$ cat src/rtl/serv_rf_pkg.sv
// rtl/serv_rf_pkg.sv - shared constants, state encoding and address helper for serv_rf_sram_if
package serv_rf_pkg;

  localparam int GPR_COUNT = 32;
  localparam int CSR_COUNT = 4;

  localparam logic [5:0] CSR_MSCRATCH = 6'd32;
  localparam logic [5:0] CSR_MTVEC    = 6'd33;
  localparam logic [5:0] CSR_MEPC     = 6'd34;
  localparam logic [5:0] CSR_MTVAL    = 6'd35;

  typedef enum logic [1:0] {
    ST_IDLE  = 2'd0,
    ST_REQ   = 2'd1,
    ST_RUN   = 2'd2,
    ST_WTAIL = 2'd3
  } rf_state_e;

  localparam logic [5:0] CNT_LAST_BIT  = 6'd31;
  localparam logic [5:0] CNT_LAST_TAIL = 6'd33;

  // SRAM address = {register, word}; l = log2(WIDTH), so a register spans 2^(5-l) words.
  function automatic logic [15:0] rf_addr(input logic [5:0] regno, input logic [4:0] word, input int l);
    return (16'(regno) << (5 - l)) | 16'(word);
  endfunction

endpackage

$ cat src/rtl/serv_rf_wbuf.sv
// rtl/serv_rf_wbuf.sv - serial write gathering for both ports, port-1 holding stage and SRAM write mux
// SERV_RF_ZERO_X0_EN: when defined, writes targeting register 0 are never armed.
module serv_rf_wbuf
  import serv_rf_pkg::*;
#(
  parameter int WIDTH = 2,
  parameter int R     = 6,
  parameter int AW    = 10
) (
  input  logic             clk_i,
  input  logic             rst_n_i,
  input  logic             shift_i,
  input  logic             last_i,
  input  logic [4:0]       word_i,
  input  logic [R-1:0]     wreg0_i,
  input  logic [R-1:0]     wreg1_i,
  input  logic             wen0_i,
  input  logic             wen1_i,
  input  logic             wdata0_i,
  input  logic             wdata1_i,
  output logic             wen_o,
  output logic [AW-1:0]    waddr_o,
  output logic [WIDTH-1:0] wdata_o
);

  localparam int L = $clog2(WIDTH);

  logic [WIDTH-1:0] g0_q, g1_q, g0_d, g1_d;
  logic [WIDTH-1:0] p0_data_q, p1a_data_q, p1b_data_q;
  logic [AW-1:0]    p0_addr_q, p1a_addr_q, p1b_addr_q;
  logic             p0_v_q, p1a_v_q, p1b_v_q;
  logic             ok0, ok1;

`ifdef SERV_RF_ZERO_X0_EN
  assign ok0 = wreg0_i != '0;
  assign ok1 = wreg1_i != '0;
`else
  assign ok0 = 1'b1;
  assign ok1 = 1'b1;
`endif

  // LSB-first serial data enters at the top, so a full word ends up in natural bit order.
  assign g0_d = WIDTH'({wdata0_i, g0_q} >> 1);
  assign g1_d = WIDTH'({wdata1_i, g1_q} >> 1);

  always_ff @(posedge clk_i or negedge rst_n_i) begin
    if (!rst_n_i) begin
      g0_q       <= '0;
      g1_q       <= '0;
      p0_v_q     <= 1'b0;
      p1a_v_q    <= 1'b0;
      p1b_v_q    <= 1'b0;
      p0_data_q  <= '0;
      p1a_data_q <= '0;
      p1b_data_q <= '0;
      p0_addr_q  <= '0;
      p1a_addr_q <= '0;
      p1b_addr_q <= '0;
    end else begin
      if (shift_i) begin
        g0_q <= g0_d;
        g1_q <= g1_d;
      end
      p0_v_q  <= last_i & wen0_i & ok0;
      p1a_v_q <= last_i & wen1_i & ok1;
      p1b_v_q <= p1a_v_q;
      if (last_i) begin
        p0_data_q  <= g0_d;
        p0_addr_q  <= AW'(rf_addr(6'(wreg0_i), word_i, L));
        p1a_data_q <= g1_d;
        p1a_addr_q <= AW'(rf_addr(6'(wreg1_i), word_i, L));
      end
      // Port 1 waits one extra cycle so it lands after port 0's write of the same word.
      p1b_data_q <= p1a_data_q;
      p1b_addr_q <= p1a_addr_q;
    end
  end

  always_comb begin
    wen_o   = p0_v_q | p1b_v_q;
    waddr_o = '0;
    wdata_o = '0;
    if (p0_v_q) begin
      waddr_o = p0_addr_q;
      wdata_o = p0_data_q;
    end else if (p1b_v_q) begin
      waddr_o = p1b_addr_q;
      wdata_o = p1b_data_q;
    end
  end

endmodule

$ cat src/rtl/serv_rf_sram_if.sv
// rtl/serv_rf_sram_if.sv - bit-serial register file ports mapped onto a 1R1W SRAM of WIDTH-bit words
// SERV_RF_ZERO_X0_EN: when defined, register 0 reads as zero and is never written.
module serv_rf_sram_if
  import serv_rf_pkg::*;
#(
  parameter  int WIDTH    = 2,
  parameter  int WITH_CSR = 1,
  localparam int R        = 5 + WITH_CSR,
  localparam int DEPTH    = (GPR_COUNT + CSR_COUNT * WITH_CSR) * 32 / WIDTH,
  localparam int AW       = $clog2(DEPTH)
) (
  input  logic             i_clk,
  input  logic             i_rst_n,
  input  logic             i_rreq,
  input  logic             i_wreq,
  output logic             o_ready,
  input  logic [R-1:0]     i_wreg0,
  input  logic [R-1:0]     i_wreg1,
  input  logic             i_wen0,
  input  logic             i_wen1,
  input  logic             i_wdata0,
  input  logic             i_wdata1,
  input  logic [R-1:0]     i_rreg0,
  input  logic [R-1:0]     i_rreg1,
  output logic             o_rdata0,
  output logic             o_rdata1,
  output logic [AW-1:0]    o_waddr,
  output logic [WIDTH-1:0] o_wdata,
  output logic             o_wen,
  output logic [AW-1:0]    o_raddr,
  output logic             o_ren,
  input  logic [WIDTH-1:0] i_rdata
);

  localparam int         L         = $clog2(WIDTH);
  localparam logic [5:0] LO_MASK   = 6'(WIDTH - 1);
  localparam logic [5:0] LO_P0     = 6'(WIDTH - 2);
  localparam logic [5:0] LO_P1     = 6'(WIDTH - 1);
  localparam logic [4:0] LAST_WORD = 5'(31 / WIDTH);

  rf_state_e        state_q, state_d;
  logic [5:0]       cnt_q, cnt_d;
  logic             is_read_q;
  logic [R-1:0]     rreg0_q, rreg1_q, wreg0_q, wreg1_q;
  logic [WIDTH-1:0] sh0_q, sh1_q;
  logic [5:0]       cnt_lo;
  logic [4:0]       word;
  logic             run, start, last_bit;
  logic             rd0_zero, rd1_zero;

  function automatic logic [AW-1:0] word_addr(input logic [R-1:0] regno, input logic [4:0] w);
    return AW'(rf_addr(6'(regno), w, L));
  endfunction

  assign cnt_lo   = cnt_q & LO_MASK;
  assign word     = cnt_q[4:0] >> L;
  assign run      = state_q == ST_RUN;
  assign start    = (state_q == ST_IDLE) && (i_rreq || i_wreq);
  assign last_bit = run && (cnt_lo == LO_P1);

  always_comb begin
    state_d = state_q;
    cnt_d   = cnt_q;
    o_ready = 1'b0;
    o_ren   = 1'b0;
    o_raddr = '0;
    case (state_q)
      ST_IDLE: begin
        if (i_rreq) begin
          o_ren   = 1'b1;
          o_raddr = word_addr(i_rreg0, 5'd0);
          state_d = ST_REQ;
        end else if (i_wreq) begin
          state_d = ST_REQ;
        end
      end
      ST_REQ: begin
        o_ready = 1'b1;
        cnt_d   = '0;
        state_d = ST_RUN;
        if (is_read_q) begin
          o_ren   = 1'b1;
          o_raddr = word_addr(rreg1_q, 5'd0);
        end
      end
      ST_RUN: begin
        cnt_d = cnt_q + 6'd1;
        if (cnt_q == CNT_LAST_BIT) state_d = ST_WTAIL;
        // Port 0 fetches one cycle ahead of port 1 so both words are ready at the next word boundary.
        if (is_read_q && word != LAST_WORD) begin
          if (cnt_lo == LO_P0) begin
            o_ren   = 1'b1;
            o_raddr = word_addr(rreg0_q, word + 5'd1);
          end else if (cnt_lo == LO_P1) begin
            o_ren   = 1'b1;
            o_raddr = word_addr(rreg1_q, word + 5'd1);
          end
        end
      end
      ST_WTAIL: begin
        cnt_d = cnt_q + 6'd1;
        if (cnt_q == CNT_LAST_TAIL) begin
          state_d = ST_IDLE;
          cnt_d   = '0;
        end
      end
      default: state_d = ST_IDLE;
    endcase
  end

  always_ff @(posedge i_clk or negedge i_rst_n) begin
    if (!i_rst_n) begin
      state_q <= ST_IDLE;
      cnt_q   <= '0;
    end else begin
      state_q <= state_d;
      cnt_q   <= cnt_d;
    end
  end

  always_ff @(posedge i_clk or negedge i_rst_n) begin
    if (!i_rst_n) begin
      is_read_q <= 1'b0;
      rreg0_q   <= '0;
      rreg1_q   <= '0;
      wreg0_q   <= '0;
      wreg1_q   <= '0;
    end else if (start) begin
      is_read_q <= i_rreq;
      rreg0_q   <= i_rreg0;
      rreg1_q   <= i_rreg1;
      wreg0_q   <= i_wreg0;
      wreg1_q   <= i_wreg1;
    end
  end

  always_ff @(posedge i_clk or negedge i_rst_n) begin
    if (!i_rst_n) begin
      sh0_q <= '0;
      sh1_q <= '0;
    end else if (state_q == ST_REQ && is_read_q) begin
      sh0_q <= i_rdata;
    end else if (run) begin
      if (is_read_q && cnt_lo == LO_P1 && word != LAST_WORD) sh0_q <= i_rdata;
      else                                                   sh0_q <= sh0_q >> 1;
      // Port 1's word arrives exactly at the word boundary: bit 0 goes straight out, the rest is held.
      if (cnt_lo == '0) sh1_q <= i_rdata >> 1;
      else              sh1_q <= sh1_q >> 1;
    end
  end

`ifdef SERV_RF_ZERO_X0_EN
  assign rd0_zero = rreg0_q == '0;
  assign rd1_zero = rreg1_q == '0;
`else
  assign rd0_zero = 1'b0;
  assign rd1_zero = 1'b0;
`endif

  assign o_rdata0 = run & is_read_q & ~rd0_zero & sh0_q[0];
  assign o_rdata1 = run & is_read_q & ~rd1_zero & ((cnt_lo == '0) ? i_rdata[0] : sh1_q[0]);

  serv_rf_wbuf #(
    .WIDTH (WIDTH),
    .R     (R),
    .AW    (AW)
  ) u_wbuf (
    .clk_i    (i_clk),
    .rst_n_i  (i_rst_n),
    .shift_i  (run),
    .last_i   (last_bit),
    .word_i   (word),
    .wreg0_i  (wreg0_q),
    .wreg1_i  (wreg1_q),
    .wen0_i   (i_wen0),
    .wen1_i   (i_wen1),
    .wdata0_i (i_wdata0),
    .wdata1_i (i_wdata1),
    .wen_o    (o_wen),
    .waddr_o  (o_waddr),
    .wdata_o  (o_wdata)
  );

endmodule

$ cat config.mk
export PLATFORM = sky130hd
export DESIGN_NAME = serv_rf_sram_if
export DESIGN_NICKNAME = d
export VERILOG_FILES = /design/src/rtl/serv_rf_pkg.sv /design/src/rtl/serv_rf_wbuf.sv /design/src/rtl/serv_rf_sram_if.sv
export SDC_FILE = /design/constraint.sdc
export NUM_CORES = 1
export LEC_CHECK = 0
export ABC_AREA = 1
export ABC_CLOCK_PERIOD_IN_PS = 1430
export BUFFER_PORTS_ARGS = -buffer_cell sky130_fd_sc_hd__buf_2
export CORE_MARGIN = 4
export CORE_UTILIZATION = 50
export CTS_CLUSTER_SIZE = 30
export DETAILED_ROUTE_END_ITERATION = 16
export GPL_ROUTABILITY_DRIVEN = 0
export PLACE_DENSITY = 0.82
export SLEW_MARGIN = 10
export SYNTH_ARGS = -nofsm -noshare
export SYNTH_HDL_FRONTEND = slang
export SYNTH_SLANG_ARGS = --single-unit
$ cat constraint.sdc
create_clock -name i_clk -period 1.43 [get_ports i_clk]
set_input_delay 0.0715 -clock i_clk [delete_from_list [all_inputs] [get_ports i_clk]]
set_output_delay 0.0715 -clock i_clk [all_outputs]
set_load 0.01 [all_outputs]
Word level (Yosys, flattened, before mapping)
Index checks and enable logic that the tools add are counted.

word-level totals
  output and inout bits = 27
  logic and storage cells = 84
  register bits after elaboration = 80
  bits of input ports = 34

cells by class
  bitwise operators = 11
  add/sub/neg operators = 2
  equal/unequal tests = 9
  reductions and logical operators = 13
  mux-type cells = 29

operator list
  operator                                        count
  two-way mux 10 bit                              7
  one-hot mux 10 bit (3 select lines)             1
  OR 10 x 4 -> 10 bit                             2
  OR 10 x 5 -> 10 bit                             2
  two-way mux 2 bit                               9
  one-hot mux 6 bit (3 select lines)              1
  two-way mux 1 bit                               8
  one-hot mux 2 bit (4 select lines)              1
  adder 6 x 1 -> 6 bit (second input constant)    1
  == test 6 x 5 -> 1 bit (second input constant)  1
  == test 6 bit (second input constant)           1
  logical AND 1 bit                               6
  logical NOT 6 bit                               1
  two-way mux 6 bit                               1
  adder 4 x 1 -> 5 bit (second input constant)    1
  bitwise AND 1 bit                               5
  == test 2 bit (second input constant)           2
  != test 4 bit (second input constant)           1
  != test 3 bit (second input constant)           1
  one-hot mux 1 bit (3 select lines)              1
  AND reduction 3 bit                             1
  nonzero test 3 bit                              1
  == test 2 x 1 -> 1 bit (second input constant)  1
  logical NOT 2 bit                               1
  7 further kinds                                 7

Longest topological paths before layout
  depth after elaboration = 6
  depth in mapped cells = 9

Hierarchy
A second synthesis with hierarchy kept.

second synthesis, totals
  cell total of the unflattened synthesis = 405
  area total of the unflattened synthesis = 3364.5 um2

by module, submodules not included
  module           cells an instance  times used  area an instance (um2)
  serv_rf_sram_if  254                1           1958.1
  serv_rf_wbuf     151                1           1406.3

Worst setup path after synthesis
OpenSTA, ideal clock, no wires.

  path type = register to register
  start point = reg state_q[0]
  end point = reg u_wbuf.p0_data_q[1]
  required time = 1.305 ns
  path slack = -0.036 ns
  clock period less this slack = 1.466 ns
  buffers on the path = 2
  arrival time = 1.341 ns
  stages on the path, launching flop included = 7
  library setup time = 0.125 ns
  cell sequence = dfrtp_1 > inv_1 > ha_1 > buf_2 > nand2_1 > buf_6 > mux2_2

between the ends
  word-level cells in the longest chain between the ends = 2

ends and longest elaborated chain
  element                 RTL line                text
  start, declared         serv_rf_sram_if.sv:41   rf_state_e state_q, state_d;
  start signal, assigned  serv_rf_sram_if.sv:116  state_q <= state_d;
  == test 2 bit           serv_rf_sram_if.sv:57   assign run = state_q == ST_RUN;
  logical AND 1 bit       serv_rf_sram_if.sv:59   assign last_bit = run && (cnt_lo == LO_P1);
  end signal, assigned    serv_rf_wbuf.sv:68      p0_data_q <= g0_d;
  end, declared           serv_rf_wbuf.sv:29      logic [WIDTH-1:0] p0_data_q, p1a_data_q, p1b_data_q;

Every way passes these cells.
A chain may end at the register's enable or synchronous reset.

Worst setup path after layout
  start point = reg state_q[0]
  end point = out o_raddr[7]

between the ends
  word-level cells in the longest chain between the ends = 2

ends and longest elaborated chain
  element                                      RTL line               text
  == test 2 bit, or another cell as far along  serv_rf_sram_if.sv:67  case (state_q)
  one-hot mux 10 bit (3 select lines) *        serv_rf_sram_if.sv:67
  end, declared                                serv_rf_sram_if.sv:30  output logic [AW-1:0] o_raddr,

Mark *: on every way between the ends. The rest lies on a longest branch, timed or not.

==> metrics <==
Worst Hold Endpoint rreg0_q[4]$_DFFE_PN0P_; number of port buffers 60; CP Cell Sequence inv_4, ha_4, buf_4, nand3_2, a21oi_2, buf_2; DR WL/cell 17.9 microns; Detail Placement HPWL 5.26 mm; Req. time, crit path between 1 and 1.5 ns; TritonRoute pass-1 iters 5; initial antenna violation count 0; gr usage total a little under a quarter; Worst-Margin Slew 0.381 ns; DRT Wirelength approximately 11 mm; Lkg Pwr roughly 2.5 nW; width of the die around 90 microns; PnR worst setup slack -0.428 ns; pre-CTS WS -0.151 ns; drt drc 0; Pwr Total between 0.009 and 0.01 W; deepest clock path buffer count 2; cell taking the most area after synthesis dfrtp_1; vias in the first global route 3,075; Critical Path Fanout Max 7; Final ANT Viol Nets 0; Cell Pwr Density 2010 nW/um^2; Hold Crit Depth 3; Register-to-Register Path Depth 11; Cell Area, Placed 3820 sq um; Setup Skew between 0.006 and 0.007 ns; EDFF count, synth 0; Top FF cell, synth dfrtp_1; # H-tree levels 3; share of the synthesized area in the top cell type 54.8%; Via Count around 3,300; Setup violations, final 44; n_diodes 0; die height roughly 90 microns; async set-reset flop share out of synthesis between 90% and 100%; core footprint roughly 6400 sq um; Final nets approximately 560; classification of the worst-slack hold path in -> reg; initial drt markers 319; synthesized flop and latch total 73; RSZ-0062 raised after global routing yes; CP max stage delay 0.48 ns; Synth area leaders dfrtp_1, nand2_1, o21ai_0; clk slew on worst S/H paths roughly 0.080 ns; initial core utilization 51.9%; sequential-to-total area share from yosys stat 54.8%; drt via density 5.58; Synth Net Count around 430; Mapped Cells 388; Hold Crit Start i_rreg0[4]; Final Hold Fails 3; largest net degree at the start of global routing 74; Startpoint Class flop; Ports a little over 60; R2R Path Start cnt_q[2]$_DFFE_PN0P_; violated checks hold timing, setup timing; CTS tree yes; setup slack, reg-to-reg -0.32 ns; # rows 29; max cap viols 0; Worst setup EP type primary output; min Tclk post-route between 1.5 and 2 ns; max-slew violations 0; RR Endpoint sh0_q[1]$_DFFE_PN0P_; Fin Setup TNS -7.04 ns; CTS buffer count 9; Synth top cells by count nand2_1, dfrtp_1, inv_1; outcome finished, violations left; Layout area overhead 46.9%; design area 4900 sq um; count leader, synth nand2_1; Final Cycle Share 130%; Max VDD drop 1210 uV; total grt overflow 0; synth warn 0; slowest cell on the critical path dfrtp_2; Fin Hold WS -0.0111 ns; Mean Syn Cell Area 8.59 sq um; Fmax between 500 and 600 MHz; Root Buffer clkbuf_8; synthesized area 3330 sq um; share of layout cells above drive strength 1 about two fifths; Num Clock Sinks between 70 and 80; Distinct cells, synth 27; final core area utilization between 70% and 80%; Setup CP Type reg -> out; worst path arrival time between 1.5 and 2 ns; worst skew pair latency 0.36 ns; Slew HR about three quarters; first-pass GRT wire length 14.3 mm; area of the die about 8000 sq um
area by class of cell:
class                   count  area (sq um)
repair inverters            4          33.8
well taps                  77          96.3
inverters                  57           240
multi-input cells         241          1520
clock buffers               9           124
clock inverters             6          92.6
fillers                   404          1520
repair buffers            126           960
flip-flops and latches     73          1830
how the worst max path moves through the flow:
stage | startpoint | end | depth (start not counted) | slack, ns
after global routing | state_q[0]$_DFFE_PN0P_ | o_raddr[4] | 6 | -0.47
after CTS | cnt_q[2]$_DFFE_PN0P_ | o_raddr[0] | 8 | -0.33
after global placement | state_q[1]$_DFFE_PN0P_ | o_raddr[9] | 7 | -0.07
after floorplan | state_q[0]$_DFFE_PN0P_ | u_wbuf.p0_data_q[1]$_DFFE_PN0P_ | 6 | 0.01
final | state_q[0]$_DFFE_PN0P_ | o_raddr[7] | 6 | -0.43
after detailed placement | state_q[0]$_DFFE_PN0P_ | o_raddr[9] | 7 | -0.15
critical path: cells and delay by family (launching register included):
| family | cells | cell delay, ns |
|---|---|---|
| adder cells (fa/ha/maj) | 1 | 0.20 |
| AO/OA/AOI/OAI | 1 | 0.17 |
| AND/OR/NAND/NOR | 1 | 0.10 |
| flip-flops | 1 | 0.48 |
| buffers and inverters | 3 | 0.46 |
power by group:
part	switching, W	internal [W]	total [W]
Clock	0.000836	0.000981	0.00182
Sequential	0.000483	0.00288	0.00336
Combinational	0.00268	0.00197	0.00465
Total	0.00400	0.00582	0.00982
registers in the layout, indices dropped and copies added, names as in the netlist:
register           count
u_wbuf.p1a_data_q      2
cnt_q                  6
wreg0_q                6
sh1_q                  1
u_wbuf.p0_v_q          1
sh0_q                  2
u_wbuf.p1b_v_q         1
u_wbuf.p1b_addr_q     10
u_wbuf.p0_addr_q       6
u_wbuf.p1b_data_q      2
u_wbuf.g0_q            1
u_wbuf.p1a_v_q         1
rreg1_q                6
u_wbuf.p0_data_q       2
is_read_q              1
u_wbuf.g1_q            1
wreg1_q                6
rreg0_q                6
state_q                2
u_wbuf.p1a_addr_q     10
per-layer routing:
layer	track usage [%]	wire, microns	vias to the layer above
met1	29.6	4020	1594
met5	0	0	-
li1	-	-	1480
met3	4.38	778	40
met2	38.4	5380	197
met4	14.5	445	0
per-stage QoR:
step	hold slack (ns)	cells
after CTS	0.00168	580
after global routing	-0.00458	593
after floorplan	-0.224	388
after detailed placement	0.130	529
final	-0.0111	593
after global placement	0.124	529
kinds of logic after synthesis:
kind of cell / synth area share [%]
buffers and inverters: 9.23
adders and majority gates: 3.38
muxes: 1.01
and+or+nand+nor: 19.6
DFF: 54.8
xor gates and xnor gates: 0.788
AOI/OAI and AO/OA: 11.2
cells in the final DEF, fill, tap and decap left out, types with 4 or more instances in the layout:
master	synthesis	layout
dlygate4sd3_1	0	24
nor2_1	13	13
a21oi_2	0	5
inv_2	3	7
nand2_1	103	87
nand3_2	0	9
o21ai_0	46	22
clkbuf_8	0	9
buf_4	0	27
ha_4	0	5
buf_2	6	61
clkinvlp_4	0	5
dfrtp_1	73	69
inv_1	54	45
buf_6	3	9
nand3_1	33	23
o21ai_1	3	25
nand2_2	0	11
o22ai_2	0	5
dfrtp_2	0	4
o21ai_2	4	5
timing repair:
item                                    in CTS  in global routing
pin swaps                                   10                 19
hold endpoints to repair                    98                  0
resized for setup                           44                 80
gates cloned                                 1                  6
setup buffers                               11                  8
hold buffers                                24                  0
endpoints found under the setup margin      73                 52
No activity file was read; power rests on OpenSTA's default activity.
